File: src/rtl/score_bcd_converter.sv
// Binary-to-BCD converter (shift-add-3), 3-digit result {hundreds,tens,ones} for the display.
// Latency: done pulses BIN_W+1 edges after the accepting edge; busy high BIN_W+1 cycles.
// Backpressure: none; start is ignored while busy, result held on bcd_out. Option: SAT_CLAMP_EN.
module score_bcd_converter #(
  parameter int BIN_W   = 10,
  parameter int MAX_VAL = 999
) (
  input  logic             clk,
  input  logic             rst_n,
  input  logic             start,
  input  logic [BIN_W-1:0] bin_in,
  output logic [11:0]      bcd_out,
  output logic             ovf,
  output logic             busy,
  output logic             done
);

  typedef enum logic [1:0] {S_IDLE, S_SHIFT, S_DONE} state_t;

  localparam int            CW    = $clog2(BIN_W + 1);
  localparam logic [CW-1:0] LAST  = CW'(BIN_W - 1);
  localparam logic [31:0]   MAX_U = 32'(MAX_VAL);

  state_t           state, state_nx;
  logic [BIN_W-1:0] bin_sr;
  logic [BIN_W-1:0] bin_cap;
  logic [15:0]      bcd_sr;
  logic [CW-1:0]    cnt;

  logic [15:0]         bcd_adj;
  logic [16+BIN_W-1:0] shifted;
  logic [31:0]         cap_ext;
  logic                over;
  logic [11:0]         result;

  // Per-digit +3 when digit >= 5; digits never exceed 9 so no inter-digit carry is needed.
  always_comb begin
    bcd_adj = bcd_sr;
    for (int i = 0; i < 4; i++) begin
      if (bcd_sr[4*i +: 4] >= 4'd5) bcd_adj[4*i +: 4] = bcd_sr[4*i +: 4] + 4'd3;
    end
  end

  assign shifted = {bcd_adj, bin_sr} << 1;
  assign cap_ext = {{(32-BIN_W){1'b0}}, bin_cap};
  assign over    = cap_ext > MAX_U;

  // Result word: in-range values pass straight through; out-of-range is clamped or wrapped.
  always_comb begin
    result = bcd_sr[11:0];
`ifdef SAT_CLAMP_EN
    if (over) result = 12'h999;
`endif
  end

  // State register.
  always_ff @(posedge clk) begin
    if (!rst_n) state <= S_IDLE;
    else        state <= state_nx;
  end

  // Next-state logic: one SHIFT cycle per input bit, then a single DONE cycle.
  always_comb begin
    state_nx = state;
    case (state)
      S_IDLE:  if (start) state_nx = S_SHIFT;
      S_SHIFT: if (cnt == LAST) state_nx = S_DONE;
      S_DONE:  state_nx = S_IDLE;
      default: state_nx = S_IDLE;
    endcase
  end

  // Datapath and registered handshake outputs; bcd_out/ovf only move on the DONE edge.
  always_ff @(posedge clk) begin
    if (!rst_n) begin
      bin_sr  <= '0;
      bin_cap <= '0;
      bcd_sr  <= '0;
      cnt     <= '0;
      bcd_out <= 12'h000;
      ovf     <= 1'b0;
      busy    <= 1'b0;
      done    <= 1'b0;
    end else begin
      done <= 1'b0;
      case (state)
        S_IDLE: begin
          if (start) begin
            bin_sr  <= bin_in;
            bin_cap <= bin_in;
            bcd_sr  <= '0;
            cnt     <= '0;
            busy    <= 1'b1;
          end
        end
        S_SHIFT: begin
          bcd_sr <= shifted[16+BIN_W-1:BIN_W];
          bin_sr <= shifted[BIN_W-1:0];
          cnt    <= cnt + 1'b1;
        end
        S_DONE: begin
          bcd_out <= result;
          ovf     <= over;
          done    <= 1'b1;
          busy    <= 1'b0;
        end
        default: ;
      endcase
    end
  end

endmodule

File: config.mk
export PLATFORM = sky130hd
export DESIGN_NAME = score_bcd_converter
export DESIGN_NICKNAME = d
export VERILOG_FILES = /design/src/rtl/score_bcd_converter.sv
export SDC_FILE = /design/constraint.sdc
export NUM_CORES = 1
export LEC_CHECK = 0
export ABC_AREA = 1
export BUFFER_PORTS_ARGS = -buffer_cell sky130_fd_sc_hd__buf_4
export CORE_MARGIN = 2
export CORE_UTILIZATION = 56
export DETAILED_ROUTE_END_ITERATION = 6
export PLACE_DENSITY = 0.89
export RECOVER_POWER = 25
export SYNTH_ARGS = -nofsm -noshare
export SYNTH_HDL_FRONTEND = slang
export SYNTH_SLANG_ARGS = --single-unit
File: constraint.sdc
create_clock -name clk -period 1.9 [get_ports clk]
set_clock_uncertainty 0.15 [all_clocks]
set_input_delay 0.095 -clock clk [delete_from_list [all_inputs] [get_ports clk]]
set_output_delay 0.095 -clock clk [all_outputs]
set_load 0.01 [all_outputs]
* Word level (Yosys, flattened, before mapping) *
Index checks and enable logic that the tools add are counted.

storage, ports and cells
  input port bits = 13
  bits in registers = 57
  word-level logic and storage cells = 47

operators by class
  reductions and logical operators = 7
  magnitude comparators = 5
  equality and inequality tests = 5
  add/subtract/negate cells = 5
  multiplexer cells = 16

operator list
  operator              number
  $pmux 16 s2           1
  $pmux 10 s2           1
  $ge 4x3->1 const B    4
  $mux 16               1
  $mux 4                4
  $add 4x2->4 const B   3
  $gt 10x10->1 const B  1
  $mux 10               1
  $pmux 4 s2            1
  $reduce_and 2->1      4
  $add 4x1->4 const B   1
  $eq 4x4->1 const B    1
  $mux 2                2
  $ne 2x2->1 const B    2
  $pmux 2 s2            1
  $reduce_bool 2->1     2
  $add 3x2->3 const B   1
  $mux 3                1
  $eq 2x1->1 const B    1
  $eq 2x2->1 const B    1
  $logic_not 2->1       1
  $mux 1                2
  $pmux 1 s2            1

* Depth between registers and ports, before layout *
Gate-level depths: netlist of run 1.

  depth after elaboration = 3
  gate-level depth with buffers = 9

* Least setup slack after synthesis of run 1 *
No wires, ideal clock.

  kind = flip-flop to flip-flop
  start point = register bcd_sr[0]
  end point = register bcd_sr[4]
  stages on the path, launching flop included = 10
  path buffers = 0
  data arrival time = 1.109 ns
  setup time = 0.065 ns
  data required time = 1.685 ns
  period minus slack after synthesis = 1.324 ns
  setup slack = 0.576 ns
  cells stage by stage = dfxtp_1 inv_1 ha_1 inv_1 nand2_1 nand3_1 nand2_1 nor2_1 nor2_1 nor2_1

on the way
  longest elaborated chain between the ends = 3
  elaborated cells between the ends (all ways) = 4
  classes of those cells = add/sub: 1; order compare: 1; mux: 2

RTL lines
  item                                       line  RTL
  from (decl)                                27    logic [15:0] bcd_sr;
  from (signal assigned)                     97    bcd_sr <= shifted[16+BIN_W-1:BIN_W];
  $add 4x2->4 or $ge 4x3->1 (tied branches)  40    if (bcd_sr[4*i +: 4] >= 4'd5) bcd_adj[4*i +: 4] = bcd_sr[4*i +: 4] + 4'd3;
  $mux 4 *                                   40
  $pmux 16 s2 *                              86    case (state)

Every way passes the cells marked *; elsewhere a longest branch is shown, timed or not.
A chain may end at the register's enable or synchronous reset.

* Worst setup path in the final report of run 1 *
  start point = register state[0]
  end point = register cnt[1]

on the way
  longest elaborated chain between the ends = 3
  elaborated cells between the ends (all ways) = 6
  classes of those cells = eq/ne: 2; mux: 1; reduce/logical: 3

RTL lines
  item                                                              line  RTL
  from (decl)                                                       24    state_t state, state_nx;
  from (signal assigned)                                            59    else state <= state_nx;
  $eq 2x1->1 or $logic_not 2->1 (tied branches)                     86
  $reduce_bool 2->1 (no source line) or $ne 2x2->1 (tied branches)  -
  $reduce_and 2->1 (no source line)                                 -
  to (signal assigned)                                              99    cnt <= cnt + 1'b1;
  to (decl)                                                         28    logic [CW-1:0] cnt;

Several ways; a longest one is shown, not always the timed one.

==> results.sh, run 1 <==
export IMPL_cp_num_buf_inv=1
export IMPL_fin_cells=372
export IMPL_grt_max_degree=28
export IMPL_cts_tree="yes"
export IMPL_avgSynthCellArea_um2=7.499
export IMPL_crit_chain="nand2_4 -> inv_1 -> nand2_1 -> o21ai_0"
export IMPL_io_pins=28
export IMPL_multi_input_area_um2=958.4
export IMPL_fin_crit_sh_pct=86.23
export IMPL_fillers=323
export IMPL_wirelength_um=4620
export IMPL_overflow=0
export IMPL_die_area_um2=4369
export IMPL_run_status="finished, final reports clean"
export IMPL_maxCapViolCount=0
export IMPL_num_antenna_cells=0
export IMPL_drv_slew=0
export IMPL_seq_area_um2=1001
export IMPL_yosys_warnings=0
export IMPL_synth_top_cells_by_area="dfxtp_1, nand2_1, a21oi_1"
export IMPL_pre_cts_ws_ns=0.4214
export IMPL_port_buffers=27
export IMPL_track_usage_pct=22.54
export IMPL_end_kind="flip-flop"
export IMPL_ys_seq_area_share_pct=46.35
export IMPL_routedWlPerCell_um=12.42
export IMPL_ir_drop_mv=0.5874
export IMPL_cp_arrival_ns=1.71
export IMPL_ctsResizeCount=0
export IMPL_numClockSinks=50
export IMPL_grt_pass1_vias=1752
export IMPL_layout_min_cycle_time_ns=1.638
export IMPL_finalSetupTns_ns=0
export IMPL_initial_core_util_pct=58.55
export IMPL_netlist_area_um2=2160
export IMPL_synth_fp_nets=309
export IMPL_core_um2=3689
export IMPL_fmaxAchievable_mhz=610.4
export IMPL_antenna_found_initial=0
export IMPL_setup_viol=0
export IMPL_core_rowCount=22
export IMPL_crit_type="reg2reg"
export IMPL_num_nets_final=344
export IMPL_final_cell_mix="nand2_1, dfxtp_1, a21oi_1"
export IMPL_drive_gt1_share_pct=8.642
export IMPL_ctsLongestPathBuffers=2
export IMPL_grt_pass1_wl_um=7555
export IMPL_worst_slack_ns=0.2617
export IMPL_ys_seq_elements=50
export IMPL_worst_pin_slew_ns=0.6186
export IMPL_hold_path_class="in2reg"
export IMPL_synth_top_area_cell="dfxtp_1"
export IMPL_startpoint_type="flip-flop"
export IMPL_synthCells=288
export IMPL_first_pass_iters=4
export IMPL_cts_root_buf="clkbuf_8"
export IMPL_antenna_left=0
export IMPL_max_slew_margin_rel_pct=58.72
export IMPL_post_dp_hpwl_um=2864
export IMPL_area_growth_pct=17.09
export IMPL_rsz0062_at_grt="no"
export IMPL_via_count=1931
export IMPL_clkSlewWorstSetupHoldPaths_ns=0.08
export IMPL_critical_path_max_stage_delay_ns=0.48
export IMPL_drt_iter0_markers=126
export IMPL_gp_congestion=0.8720
export IMPL_vias_per_cell=5.191
export IMPL_cts_buffers=5
export IMPL_power_leakage_nw=1.055
export IMPL_finalHoldViolCount=0
export IMPL_yosysTopAreaCellShare_pct=46.35
export IMPL_cts_htree_levels=2
export IMPL_power_density_nw_per_um2=773.0
export IMPL_slowest_stage="inv_1"
export IMPL_clk_latency_ns=0.30
export IMPL_dp_cells=353
export IMPL_path_delay_family="buffers and inverters"
export IMPL_die_w_um=66.10
export IMPL_die_h_um=66.10
export IMPL_layout_commonest_cell="nand2_1"
export IMPL_drt_drc_violations_left=0
export IMPL_worstPathRequired_ns=1.98
export IMPL_ys_types=21
export IMPL_worstPathMaxFanout=19
## synth_stat cells, drive strengths merged
library cell and count:
clkbuf 5, dfxtp 50, o211ai 4, nor2 18, a31oi 1, clkinv 1
xor2 1, inv 33, a21oi 42, nand3 18, nand4 7, ha 8
buf 7, o21ai 22, nand2 71
## flip-flops by register name, summed over array words and instances, names as in the netlist
| name | cells |
|---|---|
| cnt | 4 |
| bcd_sr | 12 |
| bin_cap | 7 |
| bin_sr | 10 |
| state | 2 |
| done | 1 |
| busy | 1 |
| ovf | 1 |
| bcd_out | 12 |
## per-stage QoR
step	hold WS (ns)	total power (W)	utilization [%]	instance area (µm²)
finish	0.02402	0.001955	68.55	2529
global placement	0.2139	0.001257	64.15	2366
global route	0.04363	0.002045	68.55	2529
CTS	0.02185	0.001965	70.12	2586
floorplan	0.08337	0.001220	-	2160
detailed placement	0.2191	0.001260	64.15	2366
## final timing paths
check	from	endpoint	slack [ns]	depth (start not counted)
setup / recovery	state[0]$_SDFFE_PN0P_	cnt[1]$_SDFFE_PN0P_	0.26	4
hold / removal	start	cnt[0]$_SDFFE_PN0P_	0.02	4
setup reg to reg	state[0]$_SDFFE_PN0P_	cnt[1]$_SDFFE_PN0P_	0.26	4
hold reg to reg	busy$_SDFFE_PN0P_	busy$_SDFFE_PN0P_	0.32	2
## cell families (layout without fill, tap and decap cells)
logic type / after synthesis / in the layout / share of synthesized area (%)
flip-flops: 50 / 50 / 46.35
AND/OR/NAND/NOR: 114 / 114 / 22.83
AO/OA/AOI/OAI: 69 / 69 / 16.51
XOR/XNOR: 1 / 1 / 0.4056
adder cells (fa/ha/maj): 8 / 8 / 4.635
buffers and inverters: 46 / 82 / 9.269
## layer usage
metal	up-vias	wire, µm	global-route usage (%)
met5	-	0	0
met4	0	110	11.48
met3	11	240	4.429
met2	60	2184	37.75
met1	855	2085	27.27
li1	1005	-	-
## report_power, final
group	switching [W]	internal [W]
Sequential	0.0000189	0.00108
Clock	0.000331	0.000368
Combinational	0.0000954	0.0000656
Total	0.000445	0.00151
## timing repair
item	in CTS	in global routing
hold buffers	11	0
buffers inserted	0	0
hold endpoints to repair	17	0
## worst register-to-register path, delay by kind of cell (launching register included)
| family | cells | cell delay, ns |
|---|---|---|
| buffers and inverters | 1 | 0.48 |
| AO/OA/AOI/OAI | 1 | 0.19 |
| flip-flops | 1 | 0.45 |
| AND/OR/NAND/NOR | 2 | 0.30 |
## area by class of cell
cell class	instances	share of cell area (%)
Inverter	34	5.047
Clock buffer	8	4.354
Multi-Input combinational cell	192	37.90
Timing Repair Buffer	40	10.74
Sequential cell	50	39.58
Tap cell	48	2.375
Note: power is estimated with default switching activity, not from simulation.
==> inputs of run 2 (changes only) <==
Settings changed: BUFFER_PORTS_ARGS -buffer_cell sky130_fd_sc_hd__buf_4 to unset, CORE_UTILIZATION 56 to 60, DONT_BUFFER_PORTS set to 1, PLACE_DENSITY 0.89 to 0.87.
==> run 2 against run 1 <==
  * Final area shrank 5.1%
  * Count of clock-buffer cells in the layout shrank 3
  * Clock power shrank 8.3%
  * Utilization grew 2.2 points
  * Sequential share of layout area grew 2.1 points
  * Fmax shrank 10%
  * Total power shrank 3.3%
  * Critical path type unchanged
==> results.sh, run 2 (same netlist as run 1, synthesis figures left out) <==
export IMPL_setup_viol=0
export IMPL_p_switching_w=0.0004712
export IMPL_worstPathRequired_ns=2.07
export IMPL_grt_pass1_vias=1718
export IMPL_antenna_found_initial=0
export IMPL_finalSetupTns_ns=0
export IMPL_maxCapViolCount=0
export IMPL_crit_type="reg2reg"
export IMPL_wirelength_um=4574
export IMPL_gp_congestion=0.9344
export IMPL_final_cell_mix="nand2_1, dfxtp_1, a21oi_1"
export IMPL_first_pass_iters=4
export IMPL_cp_arrival_ns=1.99
export IMPL_fin_crit_sh_pct=95.87
export IMPL_path_delay_family="buffers and inverters"
export IMPL_num_antenna_cells=0
export IMPL_core_um2=3390
export IMPL_drv_slew=0
export IMPL_fmaxAchievable_mhz=549.0
export IMPL_place_area_um2=2168
export IMPL_area_growth_pct=11.07
export IMPL_layout_min_cycle_time_ns=1.822
export IMPL_grt_max_degree=28
export IMPL_drt_drc_violations_left=0
export IMPL_routedWlPerCell_um=13.18
export IMPL_power_internal_w=0.001420
export IMPL_port_buffers=0
export IMPL_max_slew_margin_rel_pct=47.61
export IMPL_die_h_um=64.00
export IMPL_numClockSinks=50
export IMPL_cts_root_buf="clkbuf_4"
export IMPL_drive_gt1_share_pct=6.312
export IMPL_crit_chain="inv_2 -> nand2_2 -> nor2_2 -> buf_4 -> nand2_1 -> dlygate4sd3_1 -> a21oi_1"
export IMPL_io_pins=28
export IMPL_clk_latency_ns=0.38
export IMPL_hold_slack_ns=0.2713
export IMPL_antenna_left=0
export IMPL_pwr_share_clk_pct=33.9
export IMPL_vias_per_cell=5.401
export IMPL_power_density_nw_per_um2=788.3
export IMPL_min_delay_start="bin_in[5]"
export IMPL_power_leakage_nw=0.9885
export IMPL_rsz0062_at_grt="no"
export IMPL_cp_num_buf_inv=3
export IMPL_timing_rr_start="state[1]$_SDFFE_PN0P_"
export IMPL_ctsLongestPathBuffers=2
export IMPL_cts_tree="yes"
export IMPL_hold_path_class="in2reg"
export IMPL_cp_startpoint="state[1]$_SDFFE_PN0P_"
export IMPL_critical_path_max_stage_delay_ns=0.57
export IMPL_core_rowCount=21
export IMPL_startpoint_type="flip-flop"
export IMPL_track_usage_pct=24.75
export IMPL_ir_drop_mv=0.5591
export IMPL_top_regs="bcd_out x12, bcd_sr x12, bin_sr x10"
export IMPL_slowest_stage="dlygate4sd3_1"
export IMPL_num_nets_final=321
export IMPL_grt_pass1_wl_um=7797
export IMPL_die_w_um=64.00
export IMPL_die_area_um2=4095
export IMPL_overflow=0
export IMPL_initial_core_util_pct=63.71
export IMPL_worstPathMaxFanout=5
export IMPL_end_kind="flip-flop"
export IMPL_drt_iter0_markers=197
export IMPL_via_count=1874
export IMPL_run_status="finished, final reports clean"
export IMPL_combPwrFrac_pct=8.0
export IMPL_cts_htree_levels=2
export IMPL_cts_buffers=5
export IMPL_fin_area_um2=2399
export IMPL_post_dp_hpwl_um=2805
export IMPL_switching_share_pct=24.92
export IMPL_seqPwrFrac_pct=58.1
export IMPL_finalHoldViolCount=0
export IMPL_clkSlewWorstSetupHoldPaths_ns=0.15
export IMPL_layout_commonest_cell="nand2_1"
export IMPL_worst_pin_slew_ns=0.7858
run 2: final timing paths:
kind / to / slack [ns] / cells after the start
max: bin_sr[2]$_SDFFE_PN0P_ / 0.08 / 7
min: bin_cap[5]$_SDFFE_PN0P_ / 0.27 / 3
max reg2reg: bin_sr[2]$_SDFFE_PN0P_ / 0.08 / 7
min reg2reg: bin_cap[4]$_SDFFE_PN0P_ / 0.33 / 2
run 2: power by group through the flow:
stage / clock network (W) / logic (W) / registers, W
after floorplan: 0 / 0.000104 / 0.00112
after global placement: 0 / 0.000113 / 0.00112
after detailed placement: 0 / 0.000115 / 0.00112
after CTS: 0.000655 / 0.000146 / 0.00110
after global routing: 0.000697 / 0.000172 / 0.00110
final: 0.000640 / 0.000151 / 0.00110
run 2: per-stage QoR:
stage / utilization (%) / cells / worst slack [ns] / power, W
floorplan: - / 288 / 0.5759 / 0.001220
detailed placement: 63.97 / 325 / 0.4304 / 0.001236
finish: 70.76 / 347 / 0.07847 / 0.001891
CTS: 70.62 / 347 / 0.06856 / 0.001898
global placement: 63.97 / 325 / 0.4898 / 0.001232
global route: 70.76 / 347 / 0.001214 / 0.001972
run 2: repair_timing:
action	CTS	global route
setup endpoints to repair	0	15
resized for setup	0	2
endpoints found under the hold margin	46	0
setup buffers	0	0
hold buffers	14	0
run 2: routing by layer:
| layer | vias up | wire length, µm | global-route usage (%) |
|---|---|---|---|
| met5 | - | 0 | 0 |
| met4 | 0 | 106 | 11.96 |
| met3 | 12 | 235 | 6.514 |
| met2 | 46 | 2271 | 41.28 |
| met1 | 856 | 1961 | 29.41 |
| li1 | 960 | - | - |
run 2: area by class of cell:
cell class / count / area [µm²]
Sequential cell: 50 / 1001
Fill cell: 263 / 991.0
Multi-Input combinational cell: 192 / 960.9
Timing Repair Buffer: 17 / 165.2
Inverter: 34 / 128.9
Tap cell: 46 / 57.56
Clock inverter: 3 / 47.55
Clock buffer: 5 / 37.54
run 2: tightest hold or removal path, cell delays in order:
cell and delay [ns]:
dlygate4sd3_1 0.53, nand2_1 0.09, a21oi_1 0.06
==> inputs of run 3 (changes only) <==
--- a/config.mk
+++ b/config.mk
@@ -12,4 +12,5 @@
 export DONT_BUFFER_PORTS = 1
-export PLACE_DENSITY = 0.87
+export PLACE_DENSITY = 0.85
 export RECOVER_POWER = 25
+export SLEW_MARGIN = 10
 export SYNTH_ARGS = -nofsm -noshare
--- a/constraint.sdc
+++ b/constraint.sdc
@@ -4,2 +4,2 @@
 set_output_delay 0.095 -clock clk [all_outputs]
-set_load 0.01 [all_outputs]
+set_load 0.1 [all_outputs]
==> run 3 against run 2 <==
  * First-iteration DRC count decreased by 43%
  * Via count rose by 5.1%
  * Combinational power increased by 6%
  * Non-clock buffer count rose by 14
  * Largest cell class unchanged
  * Highest routed layer unchanged
==> results.sh, run 3 (same netlist as run 1, synthesis figures left out) <==
export IMPL_run_status="finished, final reports clean"
export IMPL_grt_pass1_wl_um=7679
export IMPL_cts_tree="yes"
export IMPL_die_h_um=64.00
export IMPL_min_delay_start="bin_in[2]"
export IMPL_worst_pin_slew_ns=0.8052
export IMPL_routedWlPerCell_um=11.92
export IMPL_place_area_um2=2288
export IMPL_ir_drop_mv=0.5489
export IMPL_antenna_left=0
export IMPL_first_pass_iters=4
export IMPL_rsz0062_at_grt="no"
export IMPL_layout_commonest_cell="nand2_1"
export IMPL_rr_endpoint="bin_sr[9]$_SDFFE_PN0P_"
export IMPL_fmaxAchievable_mhz=563.8
export IMPL_clk_latency_ns=0.38
export IMPL_drt_drc_violations_left=0
export IMPL_startpoint_type="input pin"
export IMPL_grt_max_degree=24
export IMPL_clkSlewWorstSetupHoldPaths_ns=0.14
export IMPL_port_buffers=0
export IMPL_layout_min_cycle_time_ns=1.774
export IMPL_finalSetupTns_ns=0
export IMPL_area_growth_pct=12.98
export IMPL_worstPathRequired_ns=2.08
export IMPL_drt_iter0_markers=112
export IMPL_num_nets_final=335
export IMPL_r2r_setup_slack_ns=0.35
export IMPL_cts_root_buf="clkbuf_4"
export IMPL_max_slew_margin_rel_pct=46.15
export IMPL_initial_core_util_pct=63.71
export IMPL_hold_path_class="in2reg"
export IMPL_io_pins=28
export IMPL_end_kind="flip-flop"
export IMPL_antenna_found_initial=0
export IMPL_fin_crit_sh_pct=93.35
export IMPL_num_antenna_cells=0
export IMPL_ctsLongestPathBuffers=2
export IMPL_dp_cells=341
export IMPL_fin_cells=361
export IMPL_fin_area_um2=2440
export IMPL_track_usage_pct=23.88
export IMPL_min_to="bin_sr[2]$_SDFFE_PN0P_"
export IMPL_cp_arrival_ns=1.95
export IMPL_cts_htree_levels=2
export IMPL_grt_pass1_vias=1849
export IMPL_worstPathMaxFanout=23
export IMPL_worstRegToRegCells=8
export IMPL_crit_type="in2reg"
export IMPL_final_cell_mix="nand2_1, dfxtp_1, a21oi_1"
export IMPL_post_dp_hpwl_um=2827
export IMPL_vias_per_cell=5.457
export IMPL_core_rowCount=21
export IMPL_setup_viol=0
export IMPL_numClockSinks=50
export IMPL_gp_congestion=0.8996
export IMPL_finalHoldViolCount=0
export IMPL_power_density_nw_per_um2=733.5
export IMPL_drv_slew=0
export IMPL_wirelength_um=4302
export IMPL_core_um2=3390
export IMPL_p_total_w=0.001790
export IMPL_cts_buffers=5
export IMPL_timing_rr_start="state[1]$_SDFFE_PN0P_"
export IMPL_via_count=1970
export IMPL_holdPathStages=3
export IMPL_top_regs="bcd_out x12, bcd_sr x12, bin_sr x10"
export IMPL_drive_gt1_share_pct=10.79
export IMPL_maxCapViolCount=0
export IMPL_overflow=0
export IMPL_power_leakage_nw=1.042
export IMPL_die_w_um=64.00
export IMPL_die_area_um2=4095
==> run 3: where the power goes <==
group	switching (W)	total, W	leakage (nW)	internal (W)
combinational	0.000105	0.000160	0.598	0.0000544
clock	0.000348	0.000533	0.0384	0.000185
sequential	0.0000189	0.00110	0.406	0.00108
==> run 3: final cells by class <==
type / instances / area, µm²
Inverter: 34 / 128.9
Multi-Input combinational cell: 192 / 958.4
Clock buffer: 6 / 51.30
Sequential cell: 50 / 1001
Tap cell: 46 / 57.56
Clock inverter: 2 / 17.52
Fill cell: 276 / 949.7
Timing Repair Buffer: 31 / 225.2
==> run 3: worst max-delay path, stage by stage <==
cell,delay (ns)
dlygate4sd3_1,1.06
inv_1,0.34
buf_4,0.31
a31oi_1,0.15
==> run 3: what timing repair did <==
item / 4_1_cts / 5_1_grt
hold endpoints to repair: 41 / 0
resized for setup: 0 / 0
hold buffers: 12 / 0
setup buffers: 0 / 0
==> run 3: metrics by stage <==
stage	setup slack (ns)	utilization [%]	hold slack, ns
2_1_floorplan	0.4344	-	0.08337
3_3_place_gp	0.3925	67.52	0.04697
3_5_place_dp	0.3724	67.52	0.05757
4_1_cts	0.1815	73.09	0.2337
5_1_grt	0.01268	71.98	0.2398
6_report	0.1263	71.98	0.2416
==> run 3: per-layer routing <==
metal	global-route usage (%)	part of all wire, %
met4	14.13	2.6
met1	28.25	45
met3	5.282	4.7
met5	0	0
met2	39.45	47
==> run 3: how the worst max path moves through the flow <==
| stage | start | endpoint | slack (ns) | cells after the start |
|---|---|---|---|---|
| global placement | state[1]$_SDFFE_PN0P_ | bin_cap[3]$_SDFFE_PN0P_ | 0.39 | 6 |
| global route | rst_n | bin_cap[5]$_SDFFE_PN0P_ | 0.01 | 4 |
| detailed placement | state[1]$_SDFFE_PN0P_ | bin_cap[7]$_SDFFE_PN0P_ | 0.37 | 6 |
| floorplan | bcd_out[0]$_SDFFE_PN0P_ | bcd_out[0]$_SDFFE_PN0P_ | 0.43 | 2 |
| CTS | rst_n | bin_cap[9]$_SDFFE_PN0P_ | 0.18 | 4 |
| finish | rst_n | bin_sr[6]$_SDFFE_PN0P_ | 0.13 | 4 |
